<file path="src/rtl/ipf_pkg.sv">
// ipf_pkg: shared FSM states, LCU size codes, prm_q field positions and address helpers for the LCU feeder.
package ipf_pkg;
  localparam int IMG_LOG2 = 7;
  localparam int TYPE_LSB = 22;
  localparam int BAND_LSB = 17;
  localparam int WO_BIT   = 16;
  localparam int OFF_LSB  = 0;
  typedef enum logic [2:0] {IDLE, PFETCH, PCAP, STREAM, DONE} state_t;
  typedef enum logic [1:0] {SZ_16, SZ_32, SZ_64, SZ_RSV} lcu_size_t;
  function automatic logic [1:0] eff_size(input logic [1:0] s);
    return (s == SZ_RSV) ? SZ_64 : s;
  endfunction
  function automatic logic [2*IMG_LOG2-1:0] pix_addr(input logic [1:0] s, input logic [2:0] x,
                                                     input logic [2:0] y, input logic [5:0] r,
                                                     input logic [5:0] c);
    logic [IMG_LOG2-1:0] row, col;
    row = ({4'b0, y} << (4 + s)) | {1'b0, r};
    col = ({4'b0, x} << (4 + s)) | {1'b0, c};
    return {row, col};
  endfunction
endpackage

</file>
<file path="src/rtl/ipf_lcu_addr_gen.sv">
// ipf_lcu_addr_gen: pixel and LCU counters plus image SRAM address for the feeder.
module ipf_lcu_addr_gen
  import ipf_pkg::*;
(
  input  logic                  clk,
  input  logic                  reset,
  input  logic                  clear,
  input  logic                  step,
  input  logic                  freeze,
  input  logic [1:0]            size,
  output logic [2*IMG_LOG2-1:0] img_addr,
  output logic [2:0]            lcu_x,
  output logic [2:0]            lcu_y,
  output logic                  last_pix,
  output logic                  last_lcu
);
  logic [5:0] r, c, r_n, c_n, s_max;
  logic [2:0] x_n, y_n, n_max;
  logic adv, last_c, last_x;
  // Counters track the pixel whose data is on img_q; a step already requests the next one.
  always_comb begin
    s_max = 6'((7'd16 << size) - 7'd1);
    n_max = 3'((4'd8 >> size) - 4'd1);
    adv = step && !freeze;
    last_c = c == s_max;
    last_x = lcu_x == n_max;
    last_pix = last_c && r == s_max;
    last_lcu = last_x && lcu_y == n_max;
    c_n = last_c ? '0 : c + 6'd1;
    r_n = !last_c ? r : last_pix ? '0 : r + 6'd1;
    x_n = !last_pix ? lcu_x : last_x ? '0 : lcu_x + 3'd1;
    y_n = !(last_pix && last_x) ? lcu_y : last_lcu ? '0 : lcu_y + 3'd1;
    img_addr = adv ? pix_addr(size, x_n, y_n, r_n, c_n) : pix_addr(size, lcu_x, lcu_y, r, c);
  end
  always_ff @(posedge clk)
    if (reset || clear) {r, c, lcu_x, lcu_y} <= '0;
    else if (adv) {r, c, lcu_x, lcu_y} <= {r_n, c_n, x_n, y_n};
endmodule

</file>
<file path="src/rtl/ipf_lcu_feeder.sv">
// ipf_lcu_feeder: walks a 128x128 image LCU by LCU, streaming pixels and per-LCU params to the filter.
// Optional IPF_FEED_STALL_CNT_EN adds stall_cnt, counting back-pressured STREAM cycles.
module ipf_lcu_feeder
  import ipf_pkg::*;
#(
  parameter int DATA_W   = 8,
  parameter int PARAM_AW = 6
) (
  input  logic                  clk,
  input  logic                  reset,
  input  logic                  start,
  input  logic [1:0]            cfg_size,
  input  logic                  busy,
  output logic [2*IMG_LOG2-1:0] img_addr,
  input  logic [DATA_W-1:0]     img_q,
  output logic [PARAM_AW-1:0]   prm_addr,
  input  logic [23:0]           prm_q,
  output logic                  in_en,
  output logic [DATA_W-1:0]     din,
  output logic [1:0]            ipf_type,
  output logic [4:0]            ipf_band_pos,
  output logic                  ipf_wo_class,
  output logic [15:0]           ipf_offset,
  output logic [2:0]            lcu_x,
  output logic [2:0]            lcu_y,
  output logic [1:0]            lcu_size,
`ifdef IPF_FEED_STALL_CNT_EN
  output logic                  frame_done,
  output logic [15:0]           stall_cnt
`else
  output logic                  frame_done
`endif
);
  state_t state, state_n;
  logic [1:0] size_e;
  logic [2:0] gx, gy;
  logic go, cap, last_pix, last_lcu;
  assign size_e = eff_size(lcu_size);
  assign go = state == IDLE && start;
  assign cap = state == PCAP && !busy;
  ipf_lcu_addr_gen u_addr (
    .clk(clk), .reset(reset), .clear(go), .step(state == STREAM), .freeze(busy),
    .size(size_e), .img_addr(img_addr), .lcu_x(gx), .lcu_y(gy),
    .last_pix(last_pix), .last_lcu(last_lcu)
  );
  always_comb begin
    state_n = state;
    case (state)
      IDLE:    state_n = start ? PFETCH : IDLE;
      PFETCH:  state_n = busy ? PFETCH : PCAP;
      PCAP:    state_n = busy ? PCAP : STREAM;
      STREAM:  state_n = (busy || !last_pix) ? STREAM : last_lcu ? DONE : PFETCH;
      default: state_n = IDLE;
    endcase
    in_en = state == STREAM && !busy;
    din = state == STREAM ? img_q : '0;
    frame_done = state == DONE;
    prm_addr = PARAM_AW'(({3'b0, gy} << (2'd3 - size_e)) | {3'b0, gx});
  end
  // Params and LCU coordinates are captured together so they change with the first pixel.
  always_ff @(posedge clk)
    if (reset) begin
      state <= IDLE;
      lcu_size <= SZ_16;
      {ipf_type, ipf_band_pos, ipf_wo_class, ipf_offset} <= '0;
      {lcu_x, lcu_y} <= '0;
    end else begin
      state <= state_n;
      if (go) lcu_size <= cfg_size;
      if (cap) begin
        ipf_type <= prm_q[TYPE_LSB +: 2];
        ipf_band_pos <= prm_q[BAND_LSB +: 5];
        ipf_wo_class <= prm_q[WO_BIT];
        ipf_offset <= prm_q[OFF_LSB +: 16];
        {lcu_x, lcu_y} <= {gx, gy};
      end
    end
`ifdef IPF_FEED_STALL_CNT_EN
  always_ff @(posedge clk)
    if (reset || go) stall_cnt <= '0;
    else if (state == STREAM && busy && stall_cnt != 16'hFFFF) stall_cnt <= stall_cnt + 16'd1;
`endif
endmodule

</file>
<file path="config.mk">
export PLATFORM = sky130hd
export DESIGN_NAME = ipf_lcu_feeder
export DESIGN_NICKNAME = d
export VERILOG_FILES = /design/src/rtl/ipf_pkg.sv /design/src/rtl/ipf_lcu_addr_gen.sv /design/src/rtl/ipf_lcu_feeder.sv
export SDC_FILE = /design/constraint.sdc
export NUM_CORES = 1
export LEC_CHECK = 0
export BUFFER_PORTS_ARGS = -buffer_cell sky130_fd_sc_hd__buf_2
export CORE_MARGIN = 5
export CORE_UTILIZATION = 45
export DETAILED_ROUTE_END_ITERATION = 6
export GPL_TIMING_DRIVEN = 1
export PLACE_DENSITY = 0.78
export REMOVE_ABC_BUFFERS = 1
export SYNTH_ARGS = -nofsm -noshare
export SYNTH_HDL_FRONTEND = slang
export SYNTH_SLANG_ARGS = --single-unit
</file>
<file path="constraint.sdc">
create_clock -name clk -period 1.9 [get_ports clk]
set_input_delay 0.19 -clock clk [delete_from_list [all_inputs] [get_ports clk]]
set_output_delay 0.19 -clock clk [all_outputs]
set_load 0.005 [all_outputs]
</file>
Yosys cells after proc, flatten, opt, wreduce, memory -nomap -nowiden
Index checks and enable logic that the tools add are counted.
{"block": "totals", "reg_bits": 53, "latchBits": 0, "ramBits": 0, "mem_bits_ro": 0, "input_bits": 38, "output_inout_bits": 62, "n_memories": 0}
{"block": "classes", "n_addsub": 8, "n_mul": 0, "div_mod_pow": 0, "magnitude_cmp": 0, "n_eq_ne": 9, "shifts": 7, "n_mux": 16, "bitwise_logic": 5, "reduce_logical": 11}
{"cell": "$shl 3x32->7", "count": 4}
{"cell": "$or 7x6->7", "count": 4}
{"cell": "$mux 3", "count": 6}
{"cell": "$mux 6", "count": 3}
{"cell": "$mux 14", "count": 1}
{"cell": "$add 6x1->6 const B", "count": 2}
{"cell": "$eq 6x6->1", "count": 2}
{"cell": "$pmux 3 s4", "count": 1}
{"cell": "$mux 8", "count": 1}
{"cell": "$add 3x1->3 const B", "count": 2}
{"cell": "$eq 3x2->1 const B", "count": 2}
{"cell": "$eq 3x3->1", "count": 2}
{"cell": "$logic_and 1x1->1", "count": 6}
{"cell": "$or 6x3->6", "count": 1}
{"cell": "$shl 3x2->6", "count": 1}
{"cell": "$shl 5x2->6 const A", "count": 1}
{"cell": "$sub 6x1->6 const B", "count": 1}
{"cell": "$add 3x2->4 const A", "count": 1}
{"cell": "$mux 2", "count": 2}
{"cell": "$shr 4x2->3 const A", "count": 1}
{"cell": "$eq 3x1->1 const B", "count": 1}
{"cell": "$eq 3x3->1 const B", "count": 1}
{"cell": "$logic_not 3->1", "count": 1}
{"cell": "$sub 3x1->3 const B", "count": 1}
{"cell": "5 further kinds", "count": 8}

Logic depth before layout (Yosys ltp)
{"block": "logic_depth", "ltp_word": 11, "ltp_mapped": 9, "mapped_depth_nobuf": 7}

Modules after synthesis
Synthesis repeated with hierarchy kept, for this count alone.
{"block": "unflattened", "hier_cells": 371, "hier_area_um2": 2922.8}
{"mod": "ipf_lcu_addr_gen", "instances": 1, "cells_each": 189, "area_each_um2": 1465.2}
{"mod": "ipf_lcu_feeder", "instances": 1, "cells_each": 182, "area_each_um2": 1457.6}

Worst setup path before layout
No wires, ideal clock.
{"block": "synth_timing", "path_kind": "reg2out", "from": "register state[0]", "to": "output img_addr[4]", "arrival_time_ns": 1.821, "required_ns": 1.710, "slack_ns": -0.111, "stages_incl_launch_ff": 10, "path_cell_list": "dfxtp_1 nor2b_1 nand2b_1 buf_2 inv_2 and3_1 buf_2 nand2_1 a22o_1 a211o_1"}
{"block": "synth_via", "elab_chain_len": 3}
{"element": "from (decl)", "line": "ipf_lcu_feeder.sv:34", "source": "state_t state, state_n;"}
{"element": "from (signal assigned)", "line": "ipf_lcu_feeder.sv:68", "source": "state <= state_n;"}
{"element": "$eq 3x2->1", "line": "ipf_lcu_feeder.sv:42", "source": ".clk(clk), .reset(reset), .clear(go), .step(state == STREAM), .freeze(busy),"}
{"element": "$logic_and 1x1->1", "line": "ipf_lcu_addr_gen.sv:24", "source": "adv = step && !freeze;"}
{"element": "$mux 14", "line": "ipf_lcu_addr_gen.sv:33", "source": "img_addr = adv ? pix_addr(size, x_n, y_n, r_n, c_n) : pix_addr(size, lcu_x, lcu_y, r, c);"}
{"element": "to (decl)", "line": "ipf_lcu_feeder.sv:14", "source": "output logic [2*IMG_LOG2-1:0] img_addr,"}
No other way between the ends.

Final worst setup path
{"block": "layout_timing", "from": "register lcu_size[1]", "to": "output img_addr[13]"}
{"block": "layout_via", "elab_chain_len": 11, "word_cells_on_any_way": 21}
{"element": "from (decl)", "line": "ipf_lcu_feeder.sv:26", "source": "output logic [1:0] lcu_size,"}
{"element": "from (signal assigned)", "line": "ipf_lcu_feeder.sv:69", "source": "if (go) lcu_size <= cfg_size;"}
{"element": "$eq 2x2->1", "line": "ipf_pkg.sv:11", "source": "return (s == SZ_RSV) ? SZ_64 : s;"}
{"element": "$mux 2 *", "line": "ipf_pkg.sv:11"}
{"element": "$shl 5x2->6 or $shr 4x2->3 (tied branches)", "line": "ipf_lcu_addr_gen.sv:22, ipf_lcu_addr_gen.sv:23"}
{"element": "$sub 6x1->6 or $sub 3x1->3 (tied branches)", "line": "ipf_lcu_addr_gen.sv:22, ipf_lcu_addr_gen.sv:23"}
{"element": "$eq 6x6->1 (tied with other cells)", "line": "ipf_lcu_addr_gen.sv:25", "source": "last_c = c == s_max;"}
{"element": "$logic_and 1x1->1, on equally long branches", "line": "ipf_lcu_addr_gen.sv:27, ipf_lcu_addr_gen.sv:28"}
{"element": "$logic_and 1x1->1 or $mux 3 (tied branches)", "line": "ipf_lcu_addr_gen.sv:32", "source": "y_n = !(last_pix && last_x) ? lcu_y : last_lcu ? '0 : lcu_y + 3'd1;"}
{"element": "$mux 3", "line": "ipf_lcu_addr_gen.sv:32"}
{"element": "$shl 3x32->7", "line": "ipf_pkg.sv:17", "source": "row = ({4'b0, y} << (4 + s)) | {1'b0, r};"}
{"element": "$or 7x6->7", "line": "ipf_pkg.sv:17"}
{"element": "$mux 14 *", "line": "ipf_lcu_addr_gen.sv:33"}
Mark *: on every way between the ends. The rest lies on a longest branch, timed or not.

==> flow_summary_export.csv <==
group,metric,value,unit
critical_path,slowest_delay,0.40,ns
finish,final_core_util,0.699,
sta,hold_viol_final,0,
global_route,antenna_found_initial,0,
synthesis,netlist_top_cells_count,"nand2_1 (87), dfxtp_1 (53), a21oi_1 (45)",
floorplanning,start_util,0.466,
critical_path,cp_max_fo,4,
sta,setup_viol,19,
pwr,p_clk_frac,0.351,
synthesis,synth_seq_cells,53,
sta,drv_slew,0,
synthesis,synthCells,367,
finish,nets,563,
status,status,"complete, but fails checks",
critical_path,path_common_cell,"buf_4",
clock_tree,cts_tree,"yes",
global_route,grt-ovfl-total,0,
pwr,power.share.switching,0.255,
clock_tree,path_clk_slew,0.10,ns
floorplanning,num_rows,28,
finish,antenna_cells,0,
status,violations,"DRC, setup timing",
sta,tightest_slew,0.465,ns
floorplanning,die_height,88.7,µm
pwr,netSwitchingPower,0.571,mW
place,place_hpwl,6240,µm
synthesis,yosys.area.top_type,"dfxtp_1",
place,dp_cells,575,
clock_tree,htreeDepth,2,
hold_path,hold_depth,3,
detailed_routing,vias_per_cell,5.32,
sta,fin_crit,2.61,ns
synthesis,seq_area_frac_synth,0.380,
synthesis,synth.distinct_cells,56,
critical_path,arrival,2.42,ns
synthesis,syn_avg_cell_area,7.60,µm²
critical_path,critPathKind,"register to output pin",
pwr,p_leak,1.99,nW
synthesis,synth_area,0.00279,mm²
clock_tree,clock_path_buffers,2,
synthesis,ys.flop_type,"dfxtp_1",
critical_path,start_kind,"register",
pwr,combPwrFrac,0.139,
floorplanning,die_area,0.00787,mm²
global_route,grt_max_degree,36,
clock_tree,clkSinkCount,53,
global_route,grtUsageTotal,0.220,
pwr,pwr-share-seq,0.510,
critical_path,setup.worst_path.end_class,"output pin",
clock_tree,cts_buffers,5,
floorplanning,die_w,88.7,µm
detailed_routing,vias,3174,
detailed_routing,wl,9210,µm
critical_path,reg2reg_depth,12,
flow_run,max_cap_viol_count,0,
place,portBuffers,99,
finish,drive_gt1_frac,0.443,
floorplanning,core_area,0.00599,mm²
critical_path,cpMaxStageDelayCell,"nor4b_4",
finish,fillers,471,
synthesis,synthMostInstantiatedCell,"nand2_1",
global_route,grt_pass1_vias,2924,
clock_tree,clk-insertion-delay-late,0.31,ns
critical_path,cp.required,1.71,ns
sta,max-slew-margin-rel,0.688,
global_route,grt_pass1_wl,13700,µm
place,gp_congestion,0.844,
synthesis,async_flop_share,0,
clock_tree,hold_buffers,0,
detailed_routing,post_drt_wl_per_cell,15.4,µm
synthesis,yosysWarnings,0,
synthesis,netlist_top_cells_area,"dfxtp_1 (38%), nand2_1 (12%), a21oi_1 (8.1%)",
detailed_routing,drtIter0Drc,214,
finish,fin_cells,597,
sta,rsz0062_at_grt,"yes",
detailed_routing,first_pass_iters,7,
sta,fmax,383,MHz
pwr,vdd_drop_max,0.375,mV
synthesis,synth-edff-count,0,
hold_path,min_path_type,"input pin to register",
sta,setup_ws,-0.709,ns
detailed_routing,drc,2,
floorplanning,io_pins,100,
clock_tree,cts-root-buf,"clkbuf_8",
critical_path,worstPathCellList,"buf_4 -> buf_4 -> nor2_2 -> a21o_1 -> nand4_1 -> nor4b_4 -> o311ai_2 -> o221ai_1 -> buf_2",
sta,finalClockSkew,0.00599,ns
detailed_routing,antenna_left,0,
sta,period_share,1.37,
pwr,pwr_density_cell,535,mW/mm²
finish,syn2layout_area_growth,50.1,%
pwr,p_int,1.67,mW
synthesis,yosysTopAreaCellShare,0.380,
-- placed cells by master, fill, tap and decap left out, types with 2 or more instances in the layout --
master     n
nor2_1    15
a31oi_1    4
nand4_1    3
buf_6     11
a21oi_2    4
nor2b_1    8
xor2_1     5
inv_2      2
nand2b_1   5
o21ai_0   12
a211oi_1   2
inv_1      5
nand2_1   84
buf_2     99
or2_4      2
nor3_2     4
buf_4     63
nand2_4    2
and2_1    11
a21oi_1   41
clkbuf_8   5
nand3_1    5
a21o_1     4
ha_1       4
nor3b_1    3
a211o_1    2
xnor2_2    3
nor2_2     3
dfxtp_2    3
dfxtp_1   49
nor3_1     4
mux2i_1    3
and3_1     2
-- path summary, 6_finish.rpt --
check                      from               to  slack, ns
setup / recovery    lcu_size[1]     img_addr[13]      -0.71
hold / removal         prm_q[5]    ipf_offset[5]       0.11
setup reg to reg    lcu_size[1]  u_addr.lcu_y[2]      -0.60
hold reg to reg   ipf_offset[8]    ipf_offset[8]       0.46
-- power by group through the flow --
| stage | registers (mW) | logic (mW) | clock network [mW] |
|---|---|---|---|
| global route | 1.15 | 0.337 | 0.849 |
| detailed placement | 1.17 | 0.271 | 0 |
| floorplan | 1.18 | 0.103 | 0 |
| finish | 1.14 | 0.311 | 0.787 |
| CTS | 1.14 | 0.289 | 0.801 |
| global placement | 1.17 | 0.266 | 0 |
-- metal layers --
| layer | up-vias | part of all wire | GRT usage |
|---|---|---|---|
| li1 | 1567 | - | - |
| met2 | 112 | 0.52 | 0.381 |
| met5 | - | 0 | 0 |
| met3 | 18 | 0.070 | 0.0466 |
| met4 | 0 | 0.019 | 0.0755 |
| met1 | 1477 | 0.39 | 0.268 |
-- repair_timing --
action	4_1_cts	5_1_grt
setup buffers	10	4
endpoints found under the setup margin	18	19
pin swaps	13	11
gates resized for setup	37	26
-- cell type report --
| type | instances | area [µm²] | area share |
|---|---|---|---|
| multi-input cells | 281 | 1800 | 0.429 |
| repair buffers | 173 | 1090 | 0.261 |
| flip-flops and latches | 53 | 1070 | 0.255 |
| well taps | 75 | 93.8 | 0.0224 |
| clock buffers | 5 | 68.8 | 0.0164 |
| clock inverters | 3 | 43.8 | 0.0105 |
| inverters | 7 | 26.3 | 0.00627 |
-- per-stage QoR --
stage | power (mW) | hold slack [ns] | setup WS (ns) | TNS (ns) | instance area (µm²)
2_1_floorplan | 1.29 | 0.259 | -0.430 | -14.68 | 2670
3_3_place_gp | 1.43 | 0.431 | -0.289 | -1.59 | 3720
3_5_place_dp | 1.44 | 0.435 | -0.403 | -2.61 | 3720
4_1_cts | 2.23 | 0.101 | -0.561 | -5.42 | 4030
5_1_grt | 2.33 | 0.107 | -0.754 | -9.19 | 4190
6_report | 2.24 | 0.109 | -0.709 | -7.46 | 4190
-- state kept, by name (all words and copies together) (netlist names) --
register and cells:
u_addr.r 6, ipf_offset 16, ipf_band_pos 5, u_addr.lcu_y 3, u_addr.lcu_x 3, u_addr.c 6, lcu_x 3, ipf_wo_class 1
state 3, lcu_size 2, lcu_y 3, ipf_type 2
-- worst max-delay path: cells and delay by family (launching register included) --
| kind | cells | cell delay (ns) |
|---|---|---|
| AOI/OAI and AO/OA | 3 | 0.52 |
| buffers and inverters | 3 | 0.44 |
| DFF | 1 | 0.37 |
| and+or+nand+nor | 3 | 0.77 |
-- cells by family (layout without fill, tap and decap cells) --
logic type      Yosys count  in the layout  synth area share
xor+xnor                 10             10            0.0314
simple gates            172            172             0.301
buf+inv                  33            188            0.0516
mux                       4              4            0.0148
flops                    53             53             0.380
compound gates           91             91             0.203
fa+ha+maj                 4              4            0.0179
Note: power is estimated with default switching activity, not from simulation.
